[src/rtl/adder_mc_pkg.sv]
// -----------------------------------------------------------------------------
// adder_mc_pkg
// Shared types for the multi-channel accumulator block:
//   op_t     - command opcode (INC / DEC / CLR / LOAD)
//   state_t  - command-port readiness FSM states
//   ch_width - derived channel-index width (minimum 1 bit)
// -----------------------------------------------------------------------------
package adder_mc_pkg;

  typedef enum logic [1:0] {
    OP_INC  = 2'd0,
    OP_DEC  = 2'd1,
    OP_CLR  = 2'd2,
    OP_LOAD = 2'd3
  } op_t;

  typedef enum logic [1:0] {
    ST_RST  = 2'd0,
    ST_WARM = 2'd1,
    ST_RUN  = 2'd2
  } state_t;

  // A single-channel build still needs a 1-bit channel field on the port.
  function automatic int ch_width(input int n);
    return (n > 1) ? $clog2(n) : 1;
  endfunction

endpackage

[src/rtl/adder_mc_if.sv]
// -----------------------------------------------------------------------------
// adder_mc_if
// Valid/ready command bus for adder_mc.
//   cmd_valid  command present (master -> slave)
//   cmd_ready  slave can accept a command this cycle (slave -> master)
//   cmd_ch     target channel
//   cmd_op     opcode (op_t)
//   cmd_step   INC/DEC amount, zero-extended inside the block
//   cmd_data   LOAD value
// Modports: master (command source), slave (adder_mc).
// -----------------------------------------------------------------------------
interface adder_mc_if
  import adder_mc_pkg::*;
#(
  parameter int WIDTH  = 8,
  parameter int NCH    = 4,
  parameter int STEP_W = 4
) ();

  localparam int CH_W = ch_width(NCH);

  logic              cmd_valid;
  logic              cmd_ready;
  logic [CH_W-1:0]   cmd_ch;
  op_t               cmd_op;
  logic [STEP_W-1:0] cmd_step;
  logic [WIDTH-1:0]  cmd_data;

  modport master (
    output cmd_valid, cmd_ch, cmd_op, cmd_step, cmd_data,
    input  cmd_ready
  );

  modport slave (
    input  cmd_valid, cmd_ch, cmd_op, cmd_step, cmd_data,
    output cmd_ready
  );

endinterface

[src/rtl/adder_mc_alu.sv]
// -----------------------------------------------------------------------------
// adder_mc_alu
// Purely combinational next-value computation for one accumulator command.
//   acc        current accumulator value
//   op         opcode
//   step       INC/DEC amount (zero-extended to WIDTH)
//   data       LOAD value
//   nxt        resulting accumulator value
//   set_ovf    INC produced a carry out of WIDTH bits
//   set_udf    DEC step exceeded the current value
//   clr_flags  command clears the channel's sticky flags (CLR)
// SATURATE=0 wraps modulo 2^WIDTH, SATURATE=1 clamps to 0 / all-ones.
// -----------------------------------------------------------------------------
module adder_mc_alu
  import adder_mc_pkg::*;
#(
  parameter int WIDTH    = 8,
  parameter int STEP_W   = 4,
  parameter int SATURATE = 0
) (
  input  logic [WIDTH-1:0]  acc,
  input  op_t               op,
  input  logic [STEP_W-1:0] step,
  input  logic [WIDTH-1:0]  data,
  output logic [WIDTH-1:0]  nxt,
  output logic              set_ovf,
  output logic              set_udf,
  output logic              clr_flags
);

  logic [WIDTH-1:0] step_ext;
  logic [WIDTH:0]   sum;
  logic [WIDTH-1:0] diff;
  logic             borrow;

  // Widen the step and form both candidate results once.
  always_comb begin
    step_ext               = {WIDTH{1'b0}};
    step_ext[STEP_W-1:0]   = step;
    sum                    = {1'b0, acc} + {1'b0, step_ext};
    diff                   = acc - step_ext;
    borrow                 = (step_ext > acc);
  end

  // Select result and flag effects for the opcode.
  always_comb begin
    nxt       = acc;
    set_ovf   = 1'b0;
    set_udf   = 1'b0;
    clr_flags = 1'b0;
    case (op)
      OP_INC: begin
        set_ovf = sum[WIDTH];
        if (sum[WIDTH] && (SATURATE != 0)) begin
          nxt = {WIDTH{1'b1}};
        end else begin
          nxt = sum[WIDTH-1:0];
        end
      end
      OP_DEC: begin
        set_udf = borrow;
        if (borrow && (SATURATE != 0)) begin
          nxt = {WIDTH{1'b0}};
        end else begin
          nxt = diff;
        end
      end
      OP_CLR: begin
        nxt       = {WIDTH{1'b0}};
        clr_flags = 1'b1;
      end
      OP_LOAD: begin
        nxt = data;
      end
      default: begin
        nxt = acc;
      end
    endcase
  end

endmodule

[src/rtl/adder_mc.sv]
// -----------------------------------------------------------------------------
// adder_mc
// NCH independent WIDTH-bit accumulators driven through a valid/ready
// command port, with sticky per-channel overflow/underflow flags.
//   aclk      clock, rising edge
//   srst      synchronous active-high reset
//   cmd       adder_mc_if.slave command bus
//   flag_clr  per-channel sticky-flag clear (a same-edge flag set wins)
//   out       flattened accumulators, channel i at [i*WIDTH +: WIDTH]
//   ovf/udf   sticky overflow / underflow per channel
//   upd       one-cycle pulse for the channel written at the previous edge
// Optional macro ADDER_MC_THRESH_EN adds:
//   thresh    per-channel threshold (flattened like out)
//   thr_hit   registered (out_i >= thresh_i), one cycle behind out
//   and holds cmd_ready low for one cycle after any thr_hit rising edge.
// Commands addressing a channel >= NCH are accepted and discarded.
// -----------------------------------------------------------------------------
module adder_mc
  import adder_mc_pkg::*;
#(
  parameter int WIDTH    = 8,
  parameter int NCH      = 4,
  parameter int STEP_W   = 4,
  parameter int SATURATE = 0
) (
  input  logic                 aclk,
  input  logic                 srst,
  adder_mc_if.slave            cmd,
  input  logic [NCH-1:0]       flag_clr,
`ifdef ADDER_MC_THRESH_EN
  input  logic [NCH*WIDTH-1:0] thresh,
  output logic [NCH-1:0]       thr_hit,
`endif
  output logic [NCH*WIDTH-1:0] out,
  output logic [NCH-1:0]       ovf,
  output logic [NCH-1:0]       udf,
  output logic [NCH-1:0]       upd
);

  localparam int CH_W = ch_width(NCH);

  state_t           state;
  state_t           state_nxt;
  logic             accept;
  logic             ch_ok;
  logic             hold;
  logic [WIDTH-1:0] acc [NCH];
  logic [WIDTH-1:0] acc_sel;
  logic [NCH-1:0]   hit;
  logic [NCH-1:0]   ovf_nxt;
  logic [NCH-1:0]   udf_nxt;
  logic [WIDTH-1:0] alu_nxt;
  logic             alu_ovf;
  logic             alu_udf;
  logic             alu_clr;

  // ---------------------------------------------------------------------------
  // Readiness FSM
  // ---------------------------------------------------------------------------

  // State register.
  always_ff @(posedge aclk) begin
    if (srst) begin
      state <= ST_RST;
    end else begin
      state <= state_nxt;
    end
  end

  // Next-state logic: one warm-up cycle between reset release and RUN.
  always_comb begin
    state_nxt = state;
    case (state)
      ST_RST: begin
        if (srst) begin
          state_nxt = ST_RST;
        end else begin
          state_nxt = ST_WARM;
        end
      end
      ST_WARM: begin
        state_nxt = ST_RUN;
      end
      ST_RUN: begin
        if (srst) begin
          state_nxt = ST_RST;
        end else begin
          state_nxt = ST_RUN;
        end
      end
      default: begin
        state_nxt = ST_RST;
      end
    endcase
  end

  // Output logic: srst gates ready immediately so nothing is accepted on the
  // reset edge, even when reset arrives while in RUN.
  always_comb begin
    cmd.cmd_ready = 1'b0;
    case (state)
      ST_RUN: begin
        cmd.cmd_ready = !srst && !hold;
      end
      default: begin
        cmd.cmd_ready = 1'b0;
      end
    endcase
  end

  assign accept = cmd.cmd_valid && cmd.cmd_ready;

  // ---------------------------------------------------------------------------
  // Channel decode
  // ---------------------------------------------------------------------------

  // When NCH fills the index space every code is a real channel.
  if (NCH == (1 << CH_W)) begin : g_ch_full
    assign ch_ok = 1'b1;
  end else begin : g_ch_part
    assign ch_ok = (cmd.cmd_ch < CH_W'(NCH));
  end

  // One-hot write enable and AND-OR mux of the addressed accumulator.
  always_comb begin
    acc_sel = {WIDTH{1'b0}};
    hit     = {NCH{1'b0}};
    for (int i = 0; i < NCH; i++) begin
      hit[i]  = accept && ch_ok && (cmd.cmd_ch == CH_W'(i));
      acc_sel = acc_sel | (acc[i] & {WIDTH{ch_ok && (cmd.cmd_ch == CH_W'(i))}});
    end
  end

  adder_mc_alu #(
    .WIDTH    (WIDTH),
    .STEP_W   (STEP_W),
    .SATURATE (SATURATE)
  ) u_alu (
    .acc       (acc_sel),
    .op        (cmd.cmd_op),
    .step      (cmd.cmd_step),
    .data      (cmd.cmd_data),
    .nxt       (alu_nxt),
    .set_ovf   (alu_ovf),
    .set_udf   (alu_udf),
    .clr_flags (alu_clr)
  );

  // ---------------------------------------------------------------------------
  // Accumulators and sticky flags
  // ---------------------------------------------------------------------------

  // Flag update: flag_clr first, then the command's own effect, so a
  // same-edge set overrides the external clear and CLR clears everything.
  always_comb begin
    ovf_nxt = {NCH{1'b0}};
    udf_nxt = {NCH{1'b0}};
    for (int i = 0; i < NCH; i++) begin
      if (hit[i]) begin
        ovf_nxt[i] = !alu_clr && ((ovf[i] && !flag_clr[i]) || alu_ovf);
        udf_nxt[i] = !alu_clr && ((udf[i] && !flag_clr[i]) || alu_udf);
      end else begin
        ovf_nxt[i] = ovf[i] && !flag_clr[i];
        udf_nxt[i] = udf[i] && !flag_clr[i];
      end
    end
  end

  // Accumulator array, flags and update pulse. Because the written value is
  // registered at the accept edge, a back-to-back command reads it directly.
  always_ff @(posedge aclk) begin
    if (srst) begin
      for (int i = 0; i < NCH; i++) begin
        acc[i] <= {WIDTH{1'b0}};
      end
      ovf <= {NCH{1'b0}};
      udf <= {NCH{1'b0}};
      upd <= {NCH{1'b0}};
    end else begin
      for (int i = 0; i < NCH; i++) begin
        if (hit[i]) begin
          acc[i] <= alu_nxt;
        end else begin
          acc[i] <= acc[i];
        end
      end
      ovf <= ovf_nxt;
      udf <= udf_nxt;
      upd <= hit;
    end
  end

  for (genvar g = 0; g < NCH; g++) begin : g_out
    assign out[g*WIDTH +: WIDTH] = acc[g];
  end

  // ---------------------------------------------------------------------------
  // Optional threshold detection
  // ---------------------------------------------------------------------------
`ifdef ADDER_MC_THRESH_EN
  logic [NCH-1:0] thr_now;

  // Unregistered compare of the current accumulators against thresholds.
  always_comb begin
    thr_now = {NCH{1'b0}};
    for (int i = 0; i < NCH; i++) begin
      thr_now[i] = (acc[i] >= thresh[i*WIDTH +: WIDTH]);
    end
  end

  // Register thr_hit and raise a one-cycle hold on any newly asserted bit.
  always_ff @(posedge aclk) begin
    if (srst) begin
      thr_hit <= {NCH{1'b0}};
      hold    <= 1'b0;
    end else begin
      thr_hit <= thr_now;
      hold    <= |(thr_now & ~thr_hit);
    end
  end
`else
  assign hold = 1'b0;
`endif

endmodule

[src/flat_wrapper.sv]
// flat-port wrapper written by rule: the top's interface ports become plain ports
module adder_mc_flat import adder_mc_pkg::*;
#(
  parameter int WIDTH    = 8,
  parameter int NCH      = 4,
  parameter int STEP_W   = 4,
  parameter int SATURATE = 0
)
  (aclk, srst, flag_clr, out, ovf, udf, upd, cmd_cmd_valid, cmd_cmd_ch, cmd_cmd_op, cmd_cmd_step, cmd_cmd_data, cmd_cmd_ready);
  adder_mc_if #(.WIDTH(WIDTH), .NCH(NCH), .STEP_W(STEP_W)) cmd_i ();
  input  logic aclk;
  input  logic srst;
  input  logic [NCH-1:0] flag_clr;
  output logic [NCH*WIDTH-1:0] out;
  output logic [NCH-1:0] ovf;
  output logic [NCH-1:0] udf;
  output logic [NCH-1:0] upd;
  input wire logic [$bits(cmd_i.cmd_valid)-1:0] cmd_cmd_valid;
  input wire logic [$bits(cmd_i.cmd_ch)-1:0] cmd_cmd_ch;
  input wire logic [$bits(cmd_i.cmd_op)-1:0] cmd_cmd_op;
  input wire logic [$bits(cmd_i.cmd_step)-1:0] cmd_cmd_step;
  input wire logic [$bits(cmd_i.cmd_data)-1:0] cmd_cmd_data;
  output wire logic [$bits(cmd_i.cmd_ready)-1:0] cmd_cmd_ready;
  assign cmd_i.cmd_valid = cmd_cmd_valid;
  assign cmd_i.cmd_ch = cmd_cmd_ch;
  assign cmd_i.cmd_op = cmd_cmd_op;
  assign cmd_i.cmd_step = cmd_cmd_step;
  assign cmd_i.cmd_data = cmd_cmd_data;
  assign cmd_cmd_ready = cmd_i.cmd_ready;
  adder_mc #(.WIDTH(WIDTH), .NCH(NCH), .STEP_W(STEP_W), .SATURATE(SATURATE)) u_core (.aclk(aclk), .srst(srst), .cmd(cmd_i), .flag_clr(flag_clr), .out(out), .ovf(ovf), .udf(udf), .upd(upd));
endmodule
[config.mk]
export PLATFORM = sky130hd
export DESIGN_NAME = adder_mc_flat
export DESIGN_NICKNAME = d
export VERILOG_FILES = /design/src/rtl/adder_mc_pkg.sv /design/src/rtl/adder_mc_if.sv /design/src/rtl/adder_mc_alu.sv /design/src/rtl/adder_mc.sv /design/src/flat_wrapper.sv
export SDC_FILE = /design/constraint.sdc
export NUM_CORES = 1
export LEC_CHECK = 0
export CAP_MARGIN = 20
export CORE_MARGIN = 4
export CORE_UTILIZATION = 35
export DETAILED_ROUTE_END_ITERATION = 8
export SLEW_MARGIN = 20
export SYNTH_ARGS = -nofsm -noshare
export SYNTH_HDL_FRONTEND = slang
export SYNTH_SLANG_ARGS = --single-unit
[constraint.sdc]
create_clock -name aclk -period 5.1 [get_ports aclk]
set_input_delay 0.765 -clock aclk [delete_from_list [all_inputs] [get_ports aclk]]
set_output_delay 0.765 -clock aclk [all_outputs]
set_load 0.1 [all_outputs]
==> results.json <==
{
  "outcome": "finished clean",
  "min_period_ns": 3.943,
  "syn_inst": 212,
  "drc": 0,
  "period_share": 0.7732,
  "crit_type": "in2reg",
  "whs_path_depth": 2,
  "ctsHoldBuffers": 0,
  "grt.busiest_layer": "met2",
  "cp-end-kind": "flip-flop",
  "vias_per_cell": 5.284,
  "synthToLayoutAreaGrowth_pct": 35.75,
  "core_mm2": 0.006495,
  "cp.buffers_inverters": 4,
  "ys_types": 42,
  "grt_use_met2": 0.2644,
  "rows": 29,
  "path_delay_family": "buffers and inverters",
  "cts-htree-levels": 2,
  "final_max_slew_viol_count": 0,
  "die_height_um": 90.76,
  "yosysSeqAreaShare": 0.5177,
  "grt_max_degree": 34,
  "initial_core_util": 0.3691,
  "worstPathRequired_ns": 5.26,
  "use_met3": 0.04583,
  "nets": 317,
  "r2r-start": "u_core.acc[1][1]",
  "holdCritStartpoint": "u_core.ovf[3]",
  "ant_nets": 0,
  "io_pins": 68,
  "drt_iter0_drc": 207,
  "r2r_setup_slack_ns": 2.09,
  "synth-seq-cells": 46,
  "p_sw_frac": 0.3658,
  "synth_top_cells_by_area": "edfxtp_1, dfxtp_1, mux4_2, ha_1, nor2_1",
  "grt_pass1_wl_um": 10220,
  "ir_worst_vdd_uv": 176.4,
  "fillers": 611,
  "cts_buffer_depth": 2,
  "p_sw_w": 0.0003772,
  "root_buffer": "clkbuf_8",
  "power_per_cell_area_mw_per_mm2": 316.9,
  "synth.most_common_cell": "edfxtp_1",
  "cts_made_buffers": 5,
  "crit_path_top_delay_cell": "clkdlybuf4s50_1",
  "r2r_cells": 8,
  "gp_congestion": 0.8077,
  "routedWlPerCell_um": 17.66,
  "hpwl_um": 4761,
  "slew_headroom": 0.3440,
  "synth_common_cells": "edfxtp_1, nor2_1, a21oi_1",
  "clkSinkCount": 46,
  "port_buffers": 67,
  "seqPwrFrac": 0.425,
  "p_leak_nw": 1.275,
  "final_layout_size_suffix_gt1_frac": 0.07447,
  "hold_path_end": "u_core.ovf[3]",
  "hold_viol": 0,
  "synth_fp_nets": 248,
  "antenna_found_initial": 0,
  "grt_overflow": 0,
  "dieArea_mm2": 0.008237,
  "antenna_cells": 0,
  "insertion_delay_ns": 0.30,
  "ys.flop_type": "edfxtp_1",
  "synth.avg_cell_area_um2": 11.31,
  "clkTransAtPathRegs_ns": 0.09,
  "hold_class": "reg2reg",
  "max-cap-violations": 0,
  "setup_viol_count_final": 0,
  "worstSetupStartpointType": "input pin",
  "path_cells": "clkdlybuf4s50_1 > buf_4 > mux4_2 > inv_1 > ha_1 > inv_1 > fa_1 > nand2_1 > nand2_1 > a21oi_1 > a31oi_1 > or4_1 > nand3_1",
  "vias": 1897,
  "power.share.clock": 0.242,
  "grt_pass1_vias": 1951,
  "timing.hold.ws_ns": 0.4726,
  "synth_area_leader_cell": "edfxtp_1",
  "synth_edf_count": 32,
  "synth_area_mm2": 0.002397,
  "tns_ns": 0,
  "async_reset_ff_frac": 0,
  "critPathMaxStageDelay_ns": 0.72,
  "cts_tree": "built",
  "dr.pass1.iters": 4,
  "post-cts-setup-buffers": 0,
  "fin_worst_skew_ns": 0.004554,
  "cp.arrival_ns": 4.11,
  "met1_usage": 0.2112,
  "track_usage": 0.1615,
  "r2r_end": "u_core.acc[0][5]",
  "p_comb_frac": 0.333,
  "rsz0062_at_grt": "no",
  "synth_top_area_share": 0.4008,
  "intPower_w": 0.0006540,
  "worstMarginPinSlew_ns": 0.9809,
  "ys_warn_count": 0,
  "fmax_mhz": 253.6,
  "cts_resized": 0,
  "wirelength_um": 6339,
  "die_x_um": 90.76,
  "crit_fanout": 7
}
## metal layers
layer / vias up / wire [um]
met5: - / 0
met4: 0 / 65
met3: 5 / 471
met2: 74 / 3033
met1: 894 / 2768
li1: 924 / -
## worst max-delay path by stage
stage                     depth (start not counted)          start          endpoint  slack (ns)
after floorplan                                   9  cmd_cmd_ch[1]  u_core.acc[0][5]        1.77
after global placement                           13  cmd_cmd_ch[0]  u_core.acc[0][6]        0.89
after detailed placement                         13  cmd_cmd_ch[0]  u_core.acc[0][6]        0.83
after CTS                                        13  cmd_cmd_ch[0]  u_core.acc[0][6]        1.13
after global routing                             14  cmd_cmd_ch[0]     u_core.udf[1]        0.89
final                                            13  cmd_cmd_ch[0]  u_core.acc[0][6]        1.16
## stage by stage
step | util | cells | setup slack, ns | total power [W] | area (um2)
2_1_floorplan | - | 212 | 1.767 | 0.0007024 | 2397
3_3_place_gp | 0.4851 | 351 | 0.8878 | 0.0007890 | 3151
3_5_place_dp | 0.4851 | 351 | 0.8338 | 0.0007917 | 3151
4_1_cts | 0.5011 | 359 | 1.126 | 0.001042 | 3254
5_1_grt | 0.5011 | 359 | 0.8945 | 0.001086 | 3254
6_report | 0.5011 | 359 | 1.157 | 0.001031 | 3254
## power by group through the flow
stage	Clock, W	Sequential [W]	Combinational (W)
3_5_place_dp	0	0.000447	0.000344
4_1_cts	0.000257	0.000439	0.000346
6_report	0.000249	0.000438	0.000343
2_1_floorplan	0	0.000585	0.000117
5_1_grt	0.000277	0.000441	0.000368
3_3_place_gp	0	0.000447	0.000342
## layout by cell type, fill, tap and decap left out, drive strengths merged, types with 8 or more instances in the layout
master	count
a21oi	16
clkdlybuf4s50	66
dfxtp	14
edfxtp	32
ha	11
inv	15
mux4	8
nand2	8
nand3	9
nor2	28
## tightest hold or removal path: cells and delay by family (launching register included)
family / cells / cell delay (ns)
AO/OA/AOI/OAI: 1 / 0.06
AND/OR/NAND/NOR: 1 / 0.05
flip-flops: 1 / 0.32
## flip-flops by register name, indices dropped and copies added, names as in the netlist
register      flops
u_core.acc       32
u_core.ovf        4
u_core.upd        4
u_core.udf        4
u_core.state      2
## final cells by class
type | count | area, um2 | share of cell area
flip-flops and latches | 46 | 1241 | 0.3814
multi-input cells | 143 | 1062 | 0.3264
repair buffers | 71 | 698.2 | 0.2145
clock buffers | 7 | 97.59 | 0.02999
well taps | 77 | 96.34 | 0.02960
inverters | 14 | 52.55 | 0.01615
clock inverters | 1 | 6.256 | 0.001922
## cells by family after synthesis
group | Yosys count | share of synthesized area
xor gates and xnor gates | 3 | 0.01096
AOI/OAI and AO/OA | 44 | 0.1195
adders and majority gates | 13 | 0.07411
and+or+nand+nor | 73 | 0.1534
buffers and inverters | 23 | 0.03914
muxes | 10 | 0.08507
DFF | 46 | 0.5177
No activity file was read; power rests on OpenSTA's default activity.
